File: config.mk
export PLATFORM = sky130hd
export DESIGN_NAME = score_calculator_multi
export DESIGN_NICKNAME = d
export VERILOG_FILES = /design/src/rtl/score_calculator_multi.sv
export SDC_FILE = /design/constraint.sdc
export NUM_CORES = 1
export LEC_CHECK = 0
export ABC_AREA = 1
export ABC_CLOCK_PERIOD_IN_PS = 6500
export CAP_MARGIN = 5
export CORE_MARGIN = 2
export CORE_UTILIZATION = 54
export DETAILED_ROUTE_END_ITERATION = 8
export GPL_ROUTABILITY_DRIVEN = 0
export PLACE_DENSITY = 0.82
export SYNTH_ARGS = -nofsm -noshare
export SYNTH_HDL_FRONTEND = slang
export SYNTH_SLANG_ARGS = --single-unit
export TNS_END_PERCENT = 10
File: constraint.sdc
create_clock -name clock100m -period 6.5 [get_ports clock100m]
set_input_delay 0.975 -clock clock100m [delete_from_list [all_inputs] [get_ports clock100m]]
set_output_delay 0.975 -clock clock100m [all_outputs]
set_load 0.05 [all_outputs]
File: src/rtl/score_calculator_multi.sv
// score_calculator_multi: multi-lane reaction-game scorer.
// Each lane holds a target pattern whose point value decays over time. The
// lowest-index lane matching a user write scores pts x combo into a saturating
// global score. A lane that decays past zero expires as a miss and resets the combo.
//
// Per-lane FSM
//   state      | meaning
//   LANE_IDLE  | no target; pattern_out lane reads 0, pts held at 0
//   LANE_ARMED | target stored; pts decrement on each decay tick, miss after 0
module score_calculator_multi #(
  parameter int N_LANES   = 4,
  parameter int PAT_W     = 8,
  parameter int SCORE_W   = 11,
  parameter int MAX_PTS   = 10,
  parameter int DECAY_DIV = 1,
  parameter int COMBO_MAX = 4
) (
  input  logic                           clock100m,
  input  logic                           reset_n,
  input  logic                           clear,
  input  logic [N_LANES*PAT_W-1:0]       pattern,
  input  logic                           write100m,
  input  logic [PAT_W-1:0]               user_input,
  output logic [SCORE_W-1:0]             score_out,
  output logic [N_LANES*PAT_W-1:0]       pattern_out,
  output logic [$clog2(COMBO_MAX+1)-1:0] combo_out,
  output logic [N_LANES-1:0]             hit_pulse,
  output logic [N_LANES-1:0]             miss_pulse,
  output logic                           saturated
);

  localparam int COMBO_W = $clog2(COMBO_MAX + 1);
  localparam int PTS_W   = $clog2(MAX_PTS + 1);
  localparam int PRE_W   = (DECAY_DIV > 1) ? $clog2(DECAY_DIV) : 1;
  localparam int ADD_W   = PTS_W + COMBO_W;
  // One spare bit above the wider operand so the sum can never wrap.
  localparam int SUM_W   = ((SCORE_W > ADD_W) ? SCORE_W : ADD_W) + 1;

  typedef enum logic {
    LANE_IDLE  = 1'b0,
    LANE_ARMED = 1'b1
  } lane_state_t;

  lane_state_t        state_q [N_LANES];
  lane_state_t        state_d [N_LANES];
  logic [PAT_W-1:0]   pat_q   [N_LANES];
  logic [PAT_W-1:0]   pat_d   [N_LANES];
  logic [PTS_W-1:0]   pts_q   [N_LANES];
  logic [PTS_W-1:0]   pts_d   [N_LANES];

  logic [PRE_W-1:0]   presc_q, presc_d;
  logic               tick;
  logic [SCORE_W-1:0] score_q, score_d;
  logic [COMBO_W-1:0] combo_q, combo_d;
  logic               sat_q, sat_d;
  logic [N_LANES-1:0] hit_q, miss_q;

  logic [N_LANES-1:0] match_vec;
  logic [N_LANES-1:0] hit_vec;
  logic [N_LANES-1:0] miss_vec;
  logic               hit_any;
  logic [PTS_W-1:0]   hit_pts;
  logic [ADD_W-1:0]   add_val;
  logic [SUM_W-1:0]   sum_val;

  // Decay prescaler: free-running 0..DECAY_DIV-1, tick on the last count.
  always_comb begin
    tick    = (presc_q == PRE_W'(DECAY_DIV - 1));
    presc_d = tick ? '0 : presc_q + PRE_W'(1);
  end

  // Match detection and lowest-index hit selection.
  always_comb begin
    match_vec = '0;
    hit_vec   = '0;
    hit_any   = 1'b0;
    hit_pts   = '0;
    for (int i = 0; i < N_LANES; i++) begin
      match_vec[i] = write100m && (state_q[i] == LANE_ARMED) &&
                     (user_input != '0) && (user_input == pat_q[i]);
      if (match_vec[i] && !hit_any) begin
        hit_vec[i] = 1'b1;
        hit_any    = 1'b1;
        hit_pts    = pts_q[i];
      end
    end
  end

  // Per-lane next state: hit > reload > decay.
  always_comb begin
    miss_vec = '0;
    for (int i = 0; i < N_LANES; i++) begin
      state_d[i] = state_q[i];
      pat_d[i]   = pat_q[i];
      pts_d[i]   = pts_q[i];
      case (state_q[i])
        LANE_IDLE: begin
          if (pattern[i*PAT_W +: PAT_W] != '0) begin
            state_d[i] = LANE_ARMED;
            pat_d[i]   = pattern[i*PAT_W +: PAT_W];
            pts_d[i]   = PTS_W'(MAX_PTS);
          end
        end
        LANE_ARMED: begin
          if (hit_vec[i]) begin
            state_d[i] = LANE_IDLE;
            pat_d[i]   = '0;
            pts_d[i]   = '0;
          end else if (pattern[i*PAT_W +: PAT_W] != '0) begin
            pat_d[i] = pattern[i*PAT_W +: PAT_W];
            pts_d[i] = PTS_W'(MAX_PTS);
          end else if (tick) begin
            if (pts_q[i] != '0) begin
              pts_d[i] = pts_q[i] - PTS_W'(1);
            end else begin
              state_d[i]  = LANE_IDLE;
              pat_d[i]    = '0;
              miss_vec[i] = 1'b1;
            end
          end
        end
        default: begin
          state_d[i] = LANE_IDLE;
          pat_d[i]   = '0;
          pts_d[i]   = '0;
        end
      endcase
    end
  end

  // Score accumulation with clamp, and combo update (a miss anywhere wins).
  always_comb begin
    add_val = ADD_W'(hit_pts) * ADD_W'(combo_q);
    sum_val = SUM_W'(score_q) + SUM_W'(add_val);
    score_d = score_q;
    sat_d   = sat_q;
    if (hit_any) begin
      if (sum_val[SUM_W-1:SCORE_W] != '0) begin
        score_d = '1;
        sat_d   = 1'b1;
      end else begin
        score_d = sum_val[SCORE_W-1:0];
      end
    end
    combo_d = combo_q;
    if (miss_vec != '0) begin
      combo_d = COMBO_W'(1);
    end else if (hit_any) begin
      combo_d = (combo_q >= COMBO_W'(COMBO_MAX)) ? COMBO_W'(COMBO_MAX)
                                                 : combo_q + COMBO_W'(1);
    end
  end

  // State register; clear behaves exactly like reset.
  always_ff @(posedge clock100m) begin
    if (!reset_n || clear) begin
      for (int i = 0; i < N_LANES; i++) begin
        state_q[i] <= LANE_IDLE;
        pat_q[i]   <= '0;
        pts_q[i]   <= '0;
      end
      presc_q <= '0;
      score_q <= '0;
      combo_q <= COMBO_W'(1);
      sat_q   <= 1'b0;
      hit_q   <= '0;
      miss_q  <= '0;
    end else begin
      for (int i = 0; i < N_LANES; i++) begin
        state_q[i] <= state_d[i];
        pat_q[i]   <= pat_d[i];
        pts_q[i]   <= pts_d[i];
      end
      presc_q <= presc_d;
      score_q <= score_d;
      combo_q <= combo_d;
      sat_q   <= sat_d;
      hit_q   <= hit_vec;
      miss_q  <= miss_vec;
    end
  end

  genvar g;
  generate
    for (g = 0; g < N_LANES; g++) begin : g_pat_out
      assign pattern_out[g*PAT_W +: PAT_W] = pat_q[g];
    end
  endgenerate

  assign score_out  = score_q;
  assign combo_out  = combo_q;
  assign hit_pulse  = hit_q;
  assign miss_pulse = miss_q;
  assign saturated  = sat_q;

endmodule

==> metrics.md <==
| Metric | Value |
|---|---|
| Remaining DRCs | `0` |
| Die area | `0.0108 mm2` |
| Hold Crit Start | `saturated` |
| Register area | `0.00152 mm2` |
| Syn_area_per_cell | `6.48 um2` |
| DR pass1 iterations | `6` |
| Final Hold Viols | `0` |
| Vias per cell | `5.37` |
| Row count | `36` |
| Crit share post-route | `85.0%` |
| First-pass GRT wire length | `25000 um` |
| Top Family by Delay on Critical Path | `simple AND/OR/NAND/NOR gates` |
| Dpl cell area | `0.00644 mm2` |
| Pleak | `0.00299 uW` |
| Placed cells | `1049` |
| CTS Buf Count | `9` |
| Post-cts sizing count | `0` |
| Top cell type's share of synthesized area | `28.2%` |
| Max Clk Rate | `181 MHz` |
| Die W | `104 um` |
| Clock slew at reported path FFs | `0.08 ns` |
| Final Power | `1020 uW` |
| Crit path capture type | `register` |
| Vias in the first global route | `5313` |
| Syn Std Cell Area | `0.00539 mm2` |
| Multi-input gate area | `0.00335 mm2` |
| Final setup viols | `0` |
| P&R area growth vs syn | `22.7%` |
| RSZ-0062 raised after global routing | `no` |
| Setup Total Neg Slack | `0 ns` |
| Post-CTS setup buffers | `0` |
| Ant diodes | `0` |
| Worst EP required | `6.73 ns` |
| Status | `finished, final reports clean` |
| Clock Latency Late Sink | `0.36 ns` |
| WL per Instance | `13.9 um` |
| Port bufs | `98` |
| Peak supply drop | `0.000138 V` |
| Slowest stage delay, CP | `0.67 ns` |
| Fin nets | `996` |
| Minimum clock period | `5.52 ns` |
| Via count | `5716` |
| Crit-path max FO | `10` |
| Largest cells by area after synthesis | `dfxtp_1, nand2_1, nor2_1` |
| Sequential area share after synthesis | `28.2%` |
| Slowest-stage cell, CP | `clkdlybuf4s50_1` |
| GRT Residual Overflow | `0` |
| Initial antenna violation count | `0` |
| Rel. slew slack | `44.6%` |
| Sink Count | `76` |
| Die Ht | `104 um` |
| Drt initial violations | `430` |
| Clk root buf | `clkbuf_8` |
| Htree depth | `3` |
| Filler instances | `883` |
| Post-DP HPWL | `11100 um` |
| CP Data Arrival Time | `5.76 ns` |
| WS Path Type | `in2reg` |
| Worst setup SP type | `input port` |
| Mapped Nets | `902` |
| DRT antenna net count | `0` |
| Final slew viol count | `0` |
| Worst min path class | `reg2reg` |
| Post-Layout Cell Count | `1065` |
| Num ports | `99` |
| Post-Synthesis Cells | `833` |
| Crit path launch | `user_input[7]` |
| Worst Tran Pin Value | `0.830 ns` |
| Total wire length | `14800 um` |
| Top cell by count, worst path | `nand2_1` |
| CP Buf/Inv Count | `5` |
| CTS tree | `built` |
| Gr usage total | `27.8%` |
| Initial Utilization | `55.4%` |
| Largest net degree at the start of global routing | `47` |
| Max-cap violations | `0` |
| Ys Warns | `0` |
| Clock skew | `0.00882 ns` |
| #FFs+latches synth | `76` |
| R2R Setup Slk | `1.97 ns` |
| Largest area contributor in the netlist | `dfxtp_1` |
| Worst hold slack | `0.481 ns` |
| Reg-to-reg startpoint | `pat_q[0][5]` |
| Layout cell share with drive strength beyond 1 | `7.94%` |
| Number of distinct library cells after synthesis | `53` |
| Core area | `0.00973 mm2` |
| Clock Tree Buf Depth | `2` |
| Post-route cell area | `0.00662 mm2` |
| Cts hold-fix bufs | `0` |
| Pwr dens | `154 mW/mm2` |
==> cells in the mapped netlist (all sizes together) <==
cell,count
clkinv,1
dfxtp,76
nand2b,1
o21ai,28
nor4,3
a21o,1
conb,1
nand3b,3
nand3,61
o2111a,1
a21oi,55
a21boi,1
nor2,138
and3,1
nor3,9
a211oi,1
nand4,20
ha,18
a31oi,3
xor2,4
or2,3
a2111oi,1
a22oi,8
xnor2,13
o211ai,1
buf,9
fa,7
o41ai,1
clkbuf,7
and2,3
nor3b,1
o31ai,1
nand2,245
inv,107
==> worst register-to-register path: stages (launching register included) <==
cell,delay [ns]
dfxtp_1,0.45
xnor2_1,0.18
nand2_1,0.08
nor2_1,0.14
nand3_2,0.18
nand2_2,0.16
inv_2,0.06
nand2_2,0.08
nor2_4,0.06
nor2_1,0.11
nand2_1,0.11
nand2_1,0.07
nand2_1,0.06
fa_1,0.46
fa_1,0.51
inv_1,0.06
fa_1,0.46
nand3_1,0.10
nand2_1,0.10
a21o_1,0.17
a21oi_1,0.16
inv_1,0.07
nand2_1,0.10
inv_1,0.09
nor2_2,0.26
a21oi_1,0.11
==> state kept, by name, indices dropped and copies added (netlist names) <==
signal / cells
score_out: 11
pat_q: 32
presc_q: 1
pts_q: 16
saturated: 1
miss_pulse: 4
hit_pulse: 4
combo_out: 3
state_q: 4
==> area by class of cell <==
class,count,area share (%)
timing repair buffer,99,14.9
sequential,76,23.0
clock buffer,13,2.40
multi-input combinational,633,50.7
tap,133,2.52
clock inverter,3,0.321
inverter,108,6.13
==> metrics by stage <==
stage / utilization (%) / setup slack, ns
final: 68.0 / 0.976
after global routing: 68.0 / 0.561
after CTS: 68.0 / 1.02
after detailed placement: 66.2 / 0.674
after global placement: 66.2 / 0.707
after floorplan: - / 1.65
==> metal layers <==
metal / vias up / track usage [%] / share of wire, %
li1: 2846 / - / -
met1: 2583 / 37.2 / 44
met2: 249 / 45.3 / 45
met3: 38 / 4.07 / 7.8
met4: 0 / 10.4 / 2.5
met5: - / 0 / 0
==> worst paths after layout <==
kind                       end  cells after the start
setup reg to reg  score_out[0]                     25
setup / recovery  score_out[0]                     26
hold / removal       saturated                      2
hold reg to reg      saturated                      2
==> placed cells by master, fill, tap and decap left out, drive strengths merged <==
master	count
o2111a	1
a21o	1
xor2	4
nand3	61
inv	107
dfxtp	76
nor3	9
a2111oi	1
fa	7
and3	1
conb	1
clkdlybuf4s50	98
nand4	20
nor2	138
nand3b	3
clkinv	3
o41ai	1
xnor2	13
clkbuf	13
a21boi	1
nor4	3
nor3b	1
ha	18
a21oi	55
and2	3
or2	3
o31ai	1
o211ai	1
nand2	245
nand2b	1
o21ai	28
clkinvlp	1
a211oi	1
a22oi	8
buf	1
a31oi	3
==> power breakdown <==
part           internal, uW  switching [uW]  total (uW)  leakage, uW
clock                   160             184         344    0.0000896
sequential              478            17.1         495     0.000621
combinational          70.8             108         179      0.00228
==> cell families after synthesis <==
family	Yosys count	synth area share [%]
AOI/OAI and AO/OA	102	10.9
adders and majority gates	25	6.77
other	1	0.0695
xor gates and xnor gates	17	2.76
DFF	76	28.2
buffers and inverters	124	9.60
and+or+nand+nor	488	41.7
Note: power is estimated with default switching activity, not from simulation.
